===== src/rtl/cksum_writeback_if.sv =====
// rtl/cksum_writeback_if.sv - request, header and checksum-unit signals of cksum_writeback
interface cksum_writeback_if #(
  parameter int HDR_MAX_LEN = 64,
  parameter int ADDR_W      = 8,
  parameter int DATA_W      = 8
);
  logic                          start_i;
  logic [HDR_MAX_LEN-1:0][7:0]   pkt_hdr_i;
  logic [ADDR_W-1:0]             field_start_i;
  logic [DATA_W-1:0]             field_len_i;
  logic [ADDR_W-1:0]             cksum_pos_i;
  logic                          cs_start_o;
  logic [HDR_MAX_LEN-1:0][7:0]   cs_hdr_o;
  logic [ADDR_W-1:0]             cs_field_start_o;
  logic [DATA_W-1:0]             cs_field_len_o;
  logic [15:0]                   cs_val_i;
  logic                          cs_ready_i;
  logic [HDR_MAX_LEN-1:0][7:0]   pkt_hdr_o;
  logic                          done_o;
  logic                          err_o;

  modport master (
    output start_i, pkt_hdr_i, field_start_i, field_len_i, cksum_pos_i, cs_val_i, cs_ready_i,
    input  cs_start_o, cs_hdr_o, cs_field_start_o, cs_field_len_o, pkt_hdr_o, done_o, err_o
  );

  modport slave (
    input  start_i, pkt_hdr_i, field_start_i, field_len_i, cksum_pos_i, cs_val_i, cs_ready_i,
    output cs_start_o, cs_hdr_o, cs_field_start_o, cs_field_len_o, pkt_hdr_o, done_o, err_o
  );
endinterface


===== src/rtl/cksum_writeback.sv =====
// rtl/cksum_writeback.sv - zeroes a header checksum field, runs the checksum unit, writes the result back big-endian
module cksum_writeback #(
  parameter int HDR_MAX_LEN = 64,
  parameter int TIMEOUT     = 255,
  parameter int ADDR_W      = 8,
  parameter int DATA_W      = 8
) (
  input  logic         clk,
  input  logic         rst,
  cksum_writeback_if.slave bus
);
  localparam int IDX_W = $clog2(HDR_MAX_LEN);

  typedef logic [HDR_MAX_LEN-1:0][7:0] hdr_t;

  typedef enum logic [2:0] {
    S_IDLE,
    S_CHECK,
    S_REQ,
    S_WAIT,
    S_WRITE,
    S_DONE,
    S_ERR
  } state_t;

  state_t            state;
  hdr_t              work;
  hdr_t              wb_hdr;
  logic [ADDR_W-1:0] fs_q;
  logic [DATA_W-1:0] fl_q;
  logic [ADDR_W-1:0] pos_q;
  logic [15:0]       val_q;
  logic [7:0]        cnt;
  logic [IDX_W-1:0]  pos_idx;
  logic [IDX_W-1:0]  pos_idx1;
  logic              geom_bad;

  assign pos_idx  = pos_q[IDX_W-1:0];
  assign pos_idx1 = pos_idx + IDX_W'(1);

  // Bounds are evaluated in 32 bits so start+len cannot wrap past the buffer end.
  always_comb begin
    logic [31:0] fs32;
    logic [31:0] fl32;
    logic [31:0] pos32;
    fs32     = 32'(fs_q);
    fl32     = 32'(fl_q);
    pos32    = 32'(pos_q);
    geom_bad = fl_q[0]
             | (fl_q == '0)
             | ((fs32 + fl32) > 32'(HDR_MAX_LEN))
             | ((pos32 + 32'd2) > 32'(HDR_MAX_LEN))
             | (pos_q[0] ^ fs_q[0]);
  end

  always_comb begin
    wb_hdr           = work;
    wb_hdr[pos_idx]  = val_q[15:8];
    wb_hdr[pos_idx1] = val_q[7:0];
  end

  always_ff @(posedge clk) begin
    if (rst) begin
      state                <= S_IDLE;
      work                 <= '0;
      fs_q                 <= '0;
      fl_q                 <= '0;
      pos_q                <= '0;
      val_q                <= '0;
      cnt                  <= '0;
      bus.cs_start_o       <= 1'b0;
      bus.cs_hdr_o         <= '0;
      bus.cs_field_start_o <= '0;
      bus.cs_field_len_o   <= '0;
      bus.pkt_hdr_o        <= '0;
      bus.done_o           <= 1'b0;
      bus.err_o            <= 1'b0;
    end else begin
      case (state)
        S_IDLE: begin
          if (bus.start_i) begin
            work  <= bus.pkt_hdr_i;
            fs_q  <= bus.field_start_i;
            fl_q  <= bus.field_len_i;
            pos_q <= bus.cksum_pos_i;
            state <= S_CHECK;
          end
        end
        S_CHECK: begin
          if (geom_bad) begin
            bus.err_o <= 1'b1;
            state     <= S_ERR;
          end else begin
            work[pos_idx]  <= 8'h00;
            work[pos_idx1] <= 8'h00;
            state          <= S_REQ;
          end
        end
        S_REQ: begin
          bus.cs_hdr_o         <= work;
          bus.cs_field_start_o <= fs_q;
          bus.cs_field_len_o   <= fl_q;
          bus.cs_start_o       <= 1'b1;
          cnt                  <= '0;
          state                <= S_WAIT;
        end
        S_WAIT: begin
          // A result arriving on the last allowed cycle still beats the timeout.
          if (bus.cs_ready_i) begin
            val_q <= bus.cs_val_i;
            state <= S_WRITE;
          end else if (cnt == 8'(TIMEOUT)) begin
            bus.cs_start_o <= 1'b0;
            bus.err_o      <= 1'b1;
            state          <= S_ERR;
          end else begin
            cnt <= cnt + 8'd1;
          end
        end
        S_WRITE: begin
          work           <= wb_hdr;
          bus.pkt_hdr_o  <= wb_hdr;
          bus.done_o     <= 1'b1;
          bus.cs_start_o <= 1'b0;
          state          <= S_DONE;
        end
        S_DONE: begin
          if (!bus.start_i) begin
            bus.done_o <= 1'b0;
            state      <= S_IDLE;
          end
        end
        S_ERR: begin
          if (!bus.start_i) begin
            bus.err_o <= 1'b0;
            state     <= S_IDLE;
          end
        end
        default: state <= S_IDLE;
      endcase
    end
  end
endmodule

===== src/flat_wrapper.sv =====
// flat-port wrapper written by rule: the top's interface ports become plain ports
module cksum_writeback_flat 
#(
  parameter int HDR_MAX_LEN = 64,
  parameter int TIMEOUT     = 255,
  parameter int ADDR_W      = 8,
  parameter int DATA_W      = 8
)
  (clk, rst, bus_start_i, bus_pkt_hdr_i, bus_field_start_i, bus_field_len_i, bus_cksum_pos_i, bus_cs_val_i, bus_cs_ready_i, bus_cs_start_o, bus_cs_hdr_o, bus_cs_field_start_o, bus_cs_field_len_o, bus_pkt_hdr_o, bus_done_o, bus_err_o);
  cksum_writeback_if #(.HDR_MAX_LEN(HDR_MAX_LEN), .ADDR_W(ADDR_W), .DATA_W(DATA_W)) bus_i ();
  input  logic clk;
  input  logic rst;
  input wire logic [$bits(bus_i.start_i)-1:0] bus_start_i;
  input wire logic [$bits(bus_i.pkt_hdr_i)-1:0] bus_pkt_hdr_i;
  input wire logic [$bits(bus_i.field_start_i)-1:0] bus_field_start_i;
  input wire logic [$bits(bus_i.field_len_i)-1:0] bus_field_len_i;
  input wire logic [$bits(bus_i.cksum_pos_i)-1:0] bus_cksum_pos_i;
  input wire logic [$bits(bus_i.cs_val_i)-1:0] bus_cs_val_i;
  input wire logic [$bits(bus_i.cs_ready_i)-1:0] bus_cs_ready_i;
  output wire logic [$bits(bus_i.cs_start_o)-1:0] bus_cs_start_o;
  output wire logic [$bits(bus_i.cs_hdr_o)-1:0] bus_cs_hdr_o;
  output wire logic [$bits(bus_i.cs_field_start_o)-1:0] bus_cs_field_start_o;
  output wire logic [$bits(bus_i.cs_field_len_o)-1:0] bus_cs_field_len_o;
  output wire logic [$bits(bus_i.pkt_hdr_o)-1:0] bus_pkt_hdr_o;
  output wire logic [$bits(bus_i.done_o)-1:0] bus_done_o;
  output wire logic [$bits(bus_i.err_o)-1:0] bus_err_o;
  assign bus_i.start_i = bus_start_i;
  assign bus_i.pkt_hdr_i = bus_pkt_hdr_i;
  assign bus_i.field_start_i = bus_field_start_i;
  assign bus_i.field_len_i = bus_field_len_i;
  assign bus_i.cksum_pos_i = bus_cksum_pos_i;
  assign bus_i.cs_val_i = bus_cs_val_i;
  assign bus_i.cs_ready_i = bus_cs_ready_i;
  assign bus_cs_start_o = bus_i.cs_start_o;
  assign bus_cs_hdr_o = bus_i.cs_hdr_o;
  assign bus_cs_field_start_o = bus_i.cs_field_start_o;
  assign bus_cs_field_len_o = bus_i.cs_field_len_o;
  assign bus_pkt_hdr_o = bus_i.pkt_hdr_o;
  assign bus_done_o = bus_i.done_o;
  assign bus_err_o = bus_i.err_o;
  cksum_writeback #(.HDR_MAX_LEN(HDR_MAX_LEN), .TIMEOUT(TIMEOUT), .ADDR_W(ADDR_W), .DATA_W(DATA_W)) u_core (.clk(clk), .rst(rst), .bus(bus_i));
endmodule

===== config.mk =====
export PLATFORM = sky130hd
export DESIGN_NAME = cksum_writeback_flat
export DESIGN_NICKNAME = d
export VERILOG_FILES = /design/src/rtl/cksum_writeback_if.sv /design/src/rtl/cksum_writeback.sv /design/src/flat_wrapper.sv
export SDC_FILE = /design/constraint.sdc
export NUM_CORES = 2
export LEC_CHECK = 0
export ABC_AREA = 1
export BUFFER_PORTS_ARGS = -buffer_cell sky130_fd_sc_hd__buf_2
export CAP_MARGIN = 10
export CORE_AREA = 2 2 631 633
export CTS_CLUSTER_SIZE = 14
export DETAILED_ROUTE_END_ITERATION = 7
export DIE_AREA = 0 0 633 635
export PLACE_DENSITY_LB_ADDON = 0.25
export SLEW_MARGIN = 20
export SYNTH_ARGS = -nofsm -noshare
export SYNTH_HDL_FRONTEND = slang
export SYNTH_SLANG_ARGS = --single-unit

===== constraint.sdc =====
create_clock -name clk -period 3.15 [get_ports clk]
set_input_delay 0.63 -clock clk [delete_from_list [all_inputs] [get_ports clk]]
set_output_delay 0.63 -clock clk [all_outputs]
set_load 0.005 [all_outputs]

==> out/metrics.yaml <==
worst_setup_path:
  worst_path_max_delay_cell: "fa_1"
  cp.depth: 15
  path_delay_family: "simple AND/OR/NAND/NOR gates"
  path_class: "reg2reg"
  rrSetupSlack_ns: 0.11
  path_cells: "ha_2, fa_1, or2_2, nor2_1, nand3_1, nor2_1, nand2_1, nand2_1, nand2_1, nand2_2, nand3_4, buf_16, clkbuf_16, nor2_1, nor2_1"
  reg2reg_depth: 15
  critPathArrivalTime_ns: 3.80
  cp_common_cell: "nor2_1"
  critical_path_required_ns: 3.91
  cpPeakStageDelay_ns: 0.40
  critPathBufInv: 2
  critPathCaptureType: "flip-flop"
  crit_path_start_kind: "flip-flop"
  path_max_fanout: 29
timing:
  finalHoldViolations: 0
  setup_viol: 0
  drv_slew: 0
  worst_pin_slew_ns: 1.187
  tns_ns: 0
  fmax_mhz: 329.4
  relSlewSlack_pct: 20.88
  period_share_pct: 96.36
  finClkSkew_ns: 0.03995
  final.min_clock_period_ns: 3.035
die:
  initial_core_util_pct: 19.64
  die_w_um: 633
  floorplan.io_pins: 1599
  num_rows: 231
  dieArea_um2: 402000
  core_area_um2: 394800
  die_h_um: 635
clock_network:
  clockBufferDepth: 4
  clk_pin_slew_ns: 0.06
  root_buffer: "clkbuf_16"
  cts_buffers: 203
  cts_max_level: 4
  clock_latency_ns: 0.90
  cts_sinks: 1606
  cts_tree: "built"
grt:
  overflow: 0
  grt_first_pass_wirelength_mm: 677.9
  grt_start_max_net_pins: 155
  antenna_found_initial: 74
  first_global_vias: 80957
  grtUsageTotal_pct: 23.60
power:
  power_density_nw_per_um2: 1039
  ir_drop_mv: 0.6387
  p_leak_nw: 47.73
synthesis:
  ys.flop_type: "dfxtp_1"
  synth_commonest_cells: "nand2_1 (3206), dfxtp_1 (1606), nand3_1 (1594)"
  post-synth-top-count-cell: "nand2_1"
  syn_inst: 11951
  synth_seq_area_share_pct: 41.46
  yosysWarnings: 0
  synth_edf_count: 0
  avgSynthCellArea_um2: 6.489
  yosysUniqueCellTypes: 35
  syn_area_um2: 77540
  synth_top_area_share_pct: 41.46
  yosys.area.top_type: "dfxtp_1"
  netlist_top_cells_area: "dfxtp_1 (41%), nand2_1 (16%), nand3_1 (10%), a21oi_1 (7.1%), o21ai_0 (6.6%)"
  synth_nets: 12518
  synth-async-reset-ratio_pct: 0
  ys_seq_elements: 1606
routing:
  antenna_left: 0
  first_iter_violations: 9640
  first_pass_iters: 8
  routed_wirelength_mm: 502.4
  via_per_inst: 4.845
  wl_per_cell_um: 27.02
  drc: 0
  vias: 90088
min_path:
  hp-class: "in2reg"
  whs_path_depth: 3
place:
  routabilityCongestion: 0.8965
  dpl_cell_area_um2: 92750
  hpwl_mm: 368.6
  portBuffers: 1598
layout:
  nNetsFinal: 13726
  fill_cells: 44668
  final_cell_area_um2: 100500
  drive_above_1_share_pct: 18.31
  syn_to_final_growth_pct: 29.56
run_status:
  outcome: "complete, no violations"
run:
  drv_cap: 0
[power breakdown]
group	leakage, nW	internal, mW	total, mW	switching (mW)
Clock	3.42	14.9	25.3	10.4
Combinational	31.2	15.4	49.6	34.3
Sequential	13.1	25.8	29.5	3.73
Total	47.7	56.1	104	48.4
[cells in the final DEF (no fill, tap or decap), types with 29 or more instances in the layout]
| master | count |
|---|---|
| nand4_1 | 493 |
| buf_4 | 265 |
| nand2_1 | 3200 |
| nor2_1 | 1164 |
| clkbuf_8 | 40 |
| clkinv_2 | 32 |
| buf_2 | 1597 |
| clkbuf_16 | 210 |
| a21oi_1 | 1095 |
| clkbuf_1 | 38 |
| o21ai_0 | 1024 |
| dfxtp_1 | 1599 |
| dlygate4sd3_1 | 29 |
| diode_2 | 34 |
| nand3_1 | 1585 |
| buf_12 | 131 |
| inv_1 | 596 |
[final timing paths]
| kind | start | endpoint |
|---|---|---|
| min | bus_cs_val_i[11] | u_core.val_q[11] |
| max | u_core.fl_q[0] | u_core.work[397] |
| max reg2reg | u_core.fl_q[0] | u_core.work[397] |
| min reg2reg | u_core.bus.pkt_hdr_o[361] | u_core.bus.pkt_hdr_o[361] |
[worst reg2reg max path, cell delays in order, from the launching register on]
cell and delay (ns):
dfxtp_1 0.35, ha_2 0.21, fa_1 0.40, or2_2 0.30, nor2_1 0.11, nand3_1 0.08, nor2_1 0.10, nand2_1 0.06
nand2_1 0.06, nand2_1 0.06, nand2_2 0.10, nand3_4 0.12, buf_16 0.20, clkbuf_16 0.60, nor2_1 0.11, nor2_1 0.05
[stage by stage]
stage | hold slack, ns | instances | utilization (%) | power (mW) | setup slack [ns]
global placement | 0.4480 | 18151 | 23.49 | 78.00 | -0.1192
floorplan | 0.4414 | 11951 | - | 56.82 | 0.5926
global route | 0.03601 | 18574 | 25.44 | 110.9 | -0.01014
detailed placement | 0.4520 | 18151 | 23.49 | 78.14 | -0.07891
finish | 0.08731 | 18594 | 25.45 | 104.4 | 0.1145
CTS | 0.0007482 | 18544 | 25.34 | 103.8 | 0.07289
[sequential cells by signal (all words and copies together) (netlist names), 16 cells and up]
| signal | count |
|---|---|
| u_core.bus.cs_hdr_o | 512 |
| u_core.bus.pkt_hdr_o | 512 |
| u_core.val_q | 16 |
| u_core.work | 512 |
[cell type report]
type | instances | area [um^2] | area share, %
antenna | 34 | 85.08 | 0.08468
inverter | 636 | 2464 | 2.452
clock inverter | 82 | 1182 | 1.177
multi-input combinational | 8670 | 38950 | 38.77
tap | 5242 | 6559 | 6.528
sequential | 1606 | 32180 | 32.03
clock buffer | 282 | 5798 | 5.771
timing repair buffer | 2042 | 13260 | 13.19
[metal layers]
layer  track usage, %  vias up  part of all wire, %
met5                0        -                0.028
met4            14.07       20                  6.8
met3            3.572      833                  7.0
met2            38.02     3996                   46
met1            29.70    43269                   41
li1                 -    41970                    -
[logic make-up (layout without fill, tap and decap cells)]
kind of cell    count (synthesis)  in the layout  share of synthesized area, %
simple gates                 6504           6504                         35.80
xor+xnor                        3              3                       0.03389
other cells                     0             34                             0
buf+inv                      1675           3042                         8.597
fa+ha+maj                      11             11                        0.1872
compound gates               2152           2152                         13.92
flops                        1606           1606                         41.46
[timing repair]
item | in CTS | in global routing
setup buffers | 0 | 6
endpoints found under the setup margin | 11 | 162
gates resized for setup | 3 | 27
gates cloned | 0 | 10
endpoints found under the hold margin | 29 | 0
hold buffers | 29 | 0
pin swaps | 0 | 1
(Power assumes the default switching activity.)
